--- config.mk ---
export PLATFORM = sky130hd
export DESIGN_NAME = sad_accumulator
export DESIGN_NICKNAME = d
export VERILOG_FILES = /design/src/rtl/sad_accumulator.sv
export SDC_FILE = /design/constraint.sdc
export NUM_CORES = 1
export LEC_CHECK = 0
export ABC_AREA = 0
export CORE_ASPECT_RATIO = 1.4
export CORE_UTILIZATION = 35
export DETAILED_ROUTE_END_ITERATION = 8
export GPL_ROUTABILITY_DRIVEN = 1
export PLACE_DENSITY = 0.67
export SLEW_MARGIN = 20
export SYNTH_ARGS = -nofsm -noshare
export SYNTH_HDL_FRONTEND = slang
export SYNTH_SLANG_ARGS = --single-unit
--- constraint.sdc ---
create_clock -name clock -period 4.7 [get_ports clock]
set_clock_uncertainty 0.15 [all_clocks]
set_input_delay 1.175 -clock clock [delete_from_list [all_inputs] [get_ports clock]]
set_output_delay 1.175 -clock clock [all_outputs]
set_load 0.01 [all_outputs]
--- src/rtl/sad_accumulator.sv ---
// Streaming sum-of-absolute-differences over BLOCK_LEN byte pairs, result on a held valid/ready output.
// Optional macro SAD_SATURATE_EN: accumulator clamps at all-ones and raises sticky out_ovf.
module sad_accumulator #(
    parameter int DATA_W    = 8,
    parameter int BLOCK_LEN = 16,
    parameter int ACC_W     = 12
) (
    input  logic              clock,
    input  logic              reset,
    input  logic              in_valid,
    output logic              in_ready,
    input  logic [DATA_W-1:0] in_a,
    input  logic [DATA_W-1:0] in_b,
    output logic              out_valid,
    input  logic              out_ready,
    output logic [ACC_W-1:0]  out_sad,
    output logic              out_ovf,
    output logic              busy
);
    // state | meaning
    // IDLE  | first cycle out of reset, not yet accepting
    // ACC   | accepting pairs, diffs flowing into the accumulator
    // DRAIN | last accepted diff entering the accumulator
    // DONE  | block result presented until consumed
    localparam int CNT_W = $clog2(BLOCK_LEN);
    localparam int SUM_W = ACC_W + 1;

    typedef enum logic [1:0] {IDLE, ACC, DRAIN, DONE} state_t;

    state_t            state_q;
    logic              in_ready_q;
    logic              pipe_v_q;
    logic              out_valid_q;
    logic              ovf_q;
    logic              ovf_d;
    logic [CNT_W-1:0]  count_q;
    logic [DATA_W-1:0] diff_q;
    logic [DATA_W-1:0] diff_d;
    logic [ACC_W-1:0]  acc_q;
    logic [ACC_W-1:0]  acc_d;
    logic [ACC_W-1:0]  out_sad_q;
    logic              accept;

    assign accept = in_valid && in_ready_q;
    assign diff_d = (in_a >= in_b) ? (in_a - in_b) : (in_b - in_a);

`ifdef SAD_SATURATE_EN
    logic [SUM_W-1:0] sum;

    always_comb begin
        sum   = {1'b0, acc_q} + SUM_W'(diff_q);
        acc_d = acc_q;
        ovf_d = ovf_q;
        if (pipe_v_q) begin
            if (sum[ACC_W]) begin
                acc_d = '1;
                ovf_d = 1'b1;
            end else begin
                acc_d = sum[ACC_W-1:0];
            end
        end
    end
`else
    always_comb begin
        acc_d = acc_q;
        ovf_d = 1'b0;
        if (pipe_v_q) begin
            acc_d = acc_q + ACC_W'(diff_q);
        end
    end
`endif

    always_ff @(posedge clock) begin
        if (reset) begin
            state_q     <= IDLE;
            in_ready_q  <= 1'b0;
            pipe_v_q    <= 1'b0;
            out_valid_q <= 1'b0;
            ovf_q       <= 1'b0;
            count_q     <= '0;
            diff_q      <= '0;
            acc_q       <= '0;
            out_sad_q   <= '0;
        end else begin
            pipe_v_q <= accept;
            if (accept) begin
                diff_q <= diff_d;
            end
            acc_q <= acc_d;
            ovf_q <= ovf_d;
            case (state_q)
                IDLE: begin
                    state_q    <= ACC;
                    in_ready_q <= 1'b1;
                end
                ACC: begin
                    if (accept) begin
                        if (count_q == CNT_W'(BLOCK_LEN - 1)) begin
                            count_q    <= '0;
                            in_ready_q <= 1'b0;
                            state_q    <= DRAIN;
                        end else begin
                            count_q <= count_q + 1'b1;
                        end
                    end
                end
                DRAIN: begin
                    state_q <= DONE;
                end
                DONE: begin
                    // First DONE cycle latches the settled accumulator; later cycles wait for the consumer.
                    if (!out_valid_q) begin
                        out_valid_q <= 1'b1;
                        out_sad_q   <= acc_q;
                    end else if (out_ready) begin
                        out_valid_q <= 1'b0;
                        acc_q       <= '0;
                        ovf_q       <= 1'b0;
                        state_q     <= ACC;
                        in_ready_q  <= 1'b1;
                    end
                end
                default: begin
                    state_q <= IDLE;
                end
            endcase
        end
    end

    assign in_ready  = in_ready_q;
    assign out_valid = out_valid_q;
    assign out_sad   = out_sad_q;
    assign out_ovf   = ovf_q;
    assign busy      = (state_q == DRAIN) || (state_q == DONE) || (count_q != '0) || pipe_v_q;
endmodule

==> metrics, run 1 <==
CTS Buf Count=5; number of core rows=37; async set or reset register ratio after synthesis=0%; outcome=finished clean; RSZ-0062 raised after global routing=no; NumNets Final=400; met2 usage=27.0%; post-route insts no fill=446; Finished Cell Area=3190 um2; Primary FF master, synth=dfxtp_1; Register Area=821 um2; DP Area=3070 um2; clk_lat worst skew=0.30 ns; drc violations=0; cell count after synthesis=320; Switching Fraction=33.3%; synth top area cells=dfxtp_1 (31%), ha_1 (14%), a21oi_1 (6.2%), nand2_1 (5.5%), nor2_1 (3.8%); Antenna Diode Count=0; Filler cells=745; layout cells sized above 1=6.02%; TritonCTS sink count=41; cells along the critical path=clkdlybuf4s50_1 > inv_1 > ha_1 > a21oi_4 > nand3_2 > a21oi_4 > mux2_4 > a21oi_1 > or3b_1; Startpoint Class=input pin; switching power=0.364 mW; Req. time, crit path=4.72 ns; most common cell in the netlist=dfxtp_1; slowest stage delay, CP=0.48 ns; drt pass-1 iters=4; Remaining Overflow, GRT=0; I/O pins=36; worst rel slew slack=36.8%; Lkg Pwr=1.31 nW; min-delay src=out_sad[5]; Detailed Route WL=5.53 mm; antenna-violating nets left=0; max-capacitance violation count=0; first-pass GRT wire length=9.49 mm; total global-route track usage=15.3%; GPL Wtd Cong=0.841; slew at the pin closest to its max-slew limit=0.944 ns; chip height=105 um; largest net degree at the start of global routing=33; Clock power frac=27.1%; CP bufs+invs=2; Power Dens Cells=342 nW/um2; Placed Cells=438; Initial DRC Count=79; Final period util=76.1%; Initial Util=36.3%; die width=75.9 um; EDFF count, synth=0; area leader, netlist=dfxtp_1; die area=8000 um2; multi-input logic area=1690 um2; final hold violation count=0; Seq/Total Area, Yosys=30.7%; peak supply drop=0.119 mV; Yosys Warn Count=0; share of total power in combinational logic=32.9%; Vias=2,287; M3 GR Usage=2.58%; delay-heaviest family, CP=compound AO/OA/AOI/OAI gates; post-synthesis net count=372; reg-to-reg startpoint=acc_q[0]; Clock Tree Root=clkbuf_8; Synth-to-Final Area Change=19.3%; Finished Core Util=43.4%; # hold bufs at CTS=0; GR peak layer=met2; Netlist cell types=57; crit path DAT=3.60 ns; drt via density=5.13; Clock Tree Buf Depth=2; H-tree depth=2; routed len/inst=12.4 um; Synth top cells by count=dfxtp_1 (41), nand2_1 (39), a21oi_1 (33); Yosys reg bits=41; syn_area_per_cell=8.36 um2; Max Fclk=0.280 GHz; post_cts resized=0; crit path launch=in_a[3]; max-slew violations=0; WS Path Type=input pin to flop; CTS tree=built; total core area=7360 um2; port bufs=34; crit-path most repeated cell=a21oi_4; Seq pwr share=39.9%; Synth Cell Area=2680 um2; Final setup viols=0; CP max-delay cell=clkdlybuf4s50_1; Worst Path Max Fanout=9; post-CTS setup buffers=0; vias in the first global route=2,219; HP Class=flop to flop; internal power=0.728 mW; Critical Path End Type=flop; hpwl dp=4.32 mm; initial antenna violation count=0; Yosys top cell area share=30.7%; met1 Resource Use GR=17.1%; TNS Setup=0 ns; Min Clock Period, post-route=3.58 ns; Clock transition at path regs=0.08 ns
[state kept, by name, indices dropped and copies added, names as in the netlist]
signal	count
out_sad	12
diff_q	8
out_valid	1
acc_q	12
in_ready	1
count_q	4
state_q	2
pipe_v_q	1
[power groups by stage]
stage | Clock [mW] | Combinational (mW) | Sequential, mW
finish | 0.296 | 0.360 | 0.436
global route | 0.317 | 0.410 | 0.442
CTS | 0.302 | 0.364 | 0.437
detailed placement | 0 | 0.361 | 0.445
global placement | 0 | 0.351 | 0.443
floorplan | 0 | 0.268 | 0.431
[logic make-up after synthesis]
| kind of cell | count (synthesis) | share of synthesized area, % |
|---|---|---|
| buffers and inverters | 38 | 6.22 |
| other | 1 | 0.140 |
| adders and majority gates | 32 | 15.8 |
| xor gates and xnor gates | 9 | 2.95 |
| DFF | 41 | 30.7 |
| muxes | 12 | 4.72 |
| AOI/OAI and AO/OA | 76 | 18.8 |
| and+or+nand+nor | 111 | 20.7 |
[metrics by stage]
| step | setup slack [ns] | power [mW] | hold slack [ns] |
|---|---|---|---|
| finish | 1.12 | 1.09 | 0.307 |
| floorplan | 1.52 | 0.699 | 0.287 |
| detailed placement | 0.821 | 0.806 | 0.297 |
| global placement | 0.913 | 0.794 | 0.294 |
| global route | 0.951 | 1.17 | 0.332 |
| CTS | 1.13 | 1.10 | 0.309 |
[cell usage in the layout, fill, tap and decap left out, types with 2 or more instances in the layout]
cell type	instances
mux2i_1	10
xnor2_1	5
nor2b_1	5
dfxtp_1	41
a221oi_1	2
o21ai_0	7
a21oi_4	2
or3_1	3
a21o_1	4
nor3b_1	2
clkdlybuf4s50_1	34
nand3b_1	8
nand4_1	5
and3_1	2
nand2b_1	3
nand3_1	4
ha_1	29
nand2_1	39
clkbuf_8	6
nor2_1	27
buf_4	2
a211oi_1	7
o31ai_1	2
a21oi_1	33
and3b_1	2
a31oi_1	4
inv_1	23
xor2_1	4
o311ai_0	2
o21bai_1	3
fa_1	3
[worst paths after layout]
kind / slack [ns] / endpoint / depth (start not counted)
max: 1.12 / diff_q[7] / 9
min: 0.31 / out_sad[5] / 2
max reg2reg: 2.40 / acc_q[10] / 7
min reg2reg: 0.31 / out_sad[5] / 2
[per-layer routing]
| metal | up-vias | routed length [um] | part of all wire, % |
|---|---|---|---|
| met1 | 1063 | 2360 | 43 |
| met2 | 47 | 2900 | 52 |
| li1 | 1164 | - | - |
| met3 | 13 | 137 | 2.5 |
| met4 | 0 | 137 | 2.5 |
| met5 | - | 0 | 0 |
[area by class of cell]
class	instances	area share, %
Clock buffer	6	2.59
Tap cell	97	3.80
Multi-Input combinational cell	241	52.9
Timing Repair Buffer	36	11.1
Clock inverter	2	1.18
Inverter	23	2.70
Sequential cell	41	25.7
[tightest hold or removal path, stage by stage (launching register included)]
cell and delay (ns):
dfxtp_1 0.31, nand2_1 0.05, a21oi_1 0.05
(Power assumes the default switching activity.)
==> inputs of run 2 (changes only) <==
PLACE_DENSITY = 0.69   (was 0.67)
clock period = 2.9 ns   (was 4.7 ns; I/O delays follow)
==> metrics, run 2 (synthesis gave the netlist of run 1 again) <==
max-slew violations=0 (unchanged); Critical Path End Type=flop; final critical-path setup slack=0.0712 ns (-1.05 ns); peak supply drop=0.213 mV (+79%); largest net degree at the start of global routing=22 (-33%); total global-route track usage=15.4% (+0.10 points); NumNets Final=428 (+7.0%); layout cells sized above 1=16.2% (+10 points); number of core rows=37 (unchanged); routed length on met3=147 um (+7.3%); Startpoint Class=input pin; final hold violation count=0 (unchanged); Req. time, crit path=2.95 ns (-1.77 ns); Synth-to-Final Area Change=28.5%; min-delay src=out_sad[5]; Detailed Route WL=5.66 mm (+2.4%); slew at the pin closest to its max-slew limit=0.787 ns (-0.157 ns); first-pass GRT wire length=9.69 mm (+2.2%); most frequent cells in the layout=dfxtp_1 (41), nand2_1 (39), a21oi_1 (33); Vias=2,363 (+3.3%); drt via density=4.99 (-2.8%); TNS Setup=0 ns (unchanged); I/O pins=36 (unchanged); WS Path Type=input pin to flop; slowest stage delay, CP=0.50 ns (+0.02 ns); Final period util=97.5%; Setup WS pre-CTS=-0.366 ns (-1.19 ns); Placed Cells=465 (+6.2%); chip height=105 um (unchanged); switching power=0.604 mW (+66%); Clock Tree Buf Depth=2 (unchanged); Final setup viols=0 (unchanged); worst rel slew slack=47.4% (+11 points); Lkg Pwr=1.45 nW (+11%); total core area=7360 um2 (unchanged); Finished Cell Area=3440 um2 (+7.7%); post-route insts no fill=474 (+6.3%); Min Clock Period, post-route=2.83 ns; Clock power frac=21.3% (-5.8 points); routed wl met2=3.06 mm (+5.6%); Max Fclk=0.354 GHz; DP Area=3270 um2 (+6.6%); die area=8000 um2 (unchanged); hpwl dp=4.47 mm (+3.5%); flop2flop setup slack=0.65 ns (-1.75 ns); metal1 wirelength=2.35 mm (-0.30%); port bufs=34 (unchanged); GPL Wtd Cong=0.855 (+1.7%); worst hold path depth=2 (unchanged); routed len/inst=11.9 um (-3.7%); internal power=1.12 mW (+53%); drt pass-1 iters=4 (unchanged); Clock transition at path regs=0.08 ns (about the same); reg-to-reg startpoint=acc_q[0]; CP max-delay cell=clkdlybuf4s50_1; RSZ-0062 raised after global routing=yes; HP Class=flop to flop; die width=75.9 um (unchanged); Critical R2R Capture=acc_q[8]; Initial Util=36.3% (unchanged); antenna-violating nets left=0 (unchanged); Remaining Overflow, GRT=0 (unchanged); initial antenna violation count=0 (unchanged); Seq pwr share=40.6% (+0.7 points); vias in the first global route=2,290 (+3.2%); commonest non-fill, non-tap cell in the layout=dfxtp_1; # hold bufs at CTS=0 (unchanged); Clock Tree Root=clkbuf_8; Overall Power=1.72 mW (+57%); CTS Buf Count=5 (unchanged); Worst Path Max Fanout=4 (-5); cells along the critical path=clkdlybuf4s50_1 > inv_2 > fa_2 > nand3b_1 > nand3_2 > a21oi_4 > buf_4 > o211a_1 > or3_4 > a311oi_2; drc violations=0 (unchanged); CTS tree=built; share of total power in combinational logic=38.1% (+5.2 points); Antenna Diode Count=0 (unchanged); Register-to-Register Path Depth=7 (unchanged); outcome=finished clean; WHS=0.307 ns (+0.000267 ns); TritonCTS sink count=41 (unchanged); highest routed layer=met4; H-tree depth=2 (unchanged); clk_lat worst skew=0.29 ns (about the same); Finished Core Util=46.7% (+3.3 points); Initial DRC Count=76 (-3.8%); Power Dens Cells=500 nW/um2 (+46%); max-capacitance violation count=0 (unchanged); Hold EP=out_sad[5]; Switching Fraction=35.1% (+1.8 points); crit path DAT=2.88 ns (-0.72 ns)
## run 2: routing by layer
metal	GRT usage, %	vias to the layer above
met5	0	-
met4	4.63	0
met3	2.29	9
met2	28.8	47
met1	17.0	1080
li1	-	1227
## run 2: layout make-up
class | instances | area [um2]
Clock inverter | 3 | 17.5
Multi-Input combinational cell | 241 | 1750
Clock buffer | 5 | 68.8
Fill cell | 728 | 3920
Tap cell | 97 | 121
Sequential cell | 41 | 821
Timing Repair Buffer | 64 | 574
Inverter | 23 | 86.3
## run 2: power groups by stage
| stage | registers (mW) | clock network [mW] | logic (mW) |
|---|---|---|---|
| after floorplan | 0.698 | 0 | 0.434 |
| after global placement | 0.709 | 0 | 0.617 |
| after detailed placement | 0.712 | 0 | 0.633 |
| after CTS | 0.700 | 0.375 | 0.636 |
| after global routing | 0.711 | 0.394 | 0.744 |
| final | 0.699 | 0.366 | 0.654 |
## run 2: what timing repair did
action                     in CTS  in global routing
pin swaps                       0                  3
resized for setup               3                 14
buffers inserted                0                  1
setup endpoints to repair       2                  6
## run 2: how the worst max path moves through the flow
stage	startpoint	endpoint	slack [ns]	depth (start not counted)
final	in_a[1]	diff_q[6]	0.07	10
after global routing	in_b[1]	diff_q[7]	-0.03	10
after CTS	in_a[3]	diff_q[6]	0.03	10
after detailed placement	in_a[0]	diff_q[7]	-0.37	10
after global placement	in_a[0]	diff_q[7]	-0.31	10
after floorplan	in_a[3]	diff_q[7]	0.17	9
## run 2: critical path, delay by kind of cell
kind	cells	cell delay (ns)
buf+inv	3	0.70
simple gates	3	0.66
compound gates	3	0.42
fa+ha+maj	1	0.38
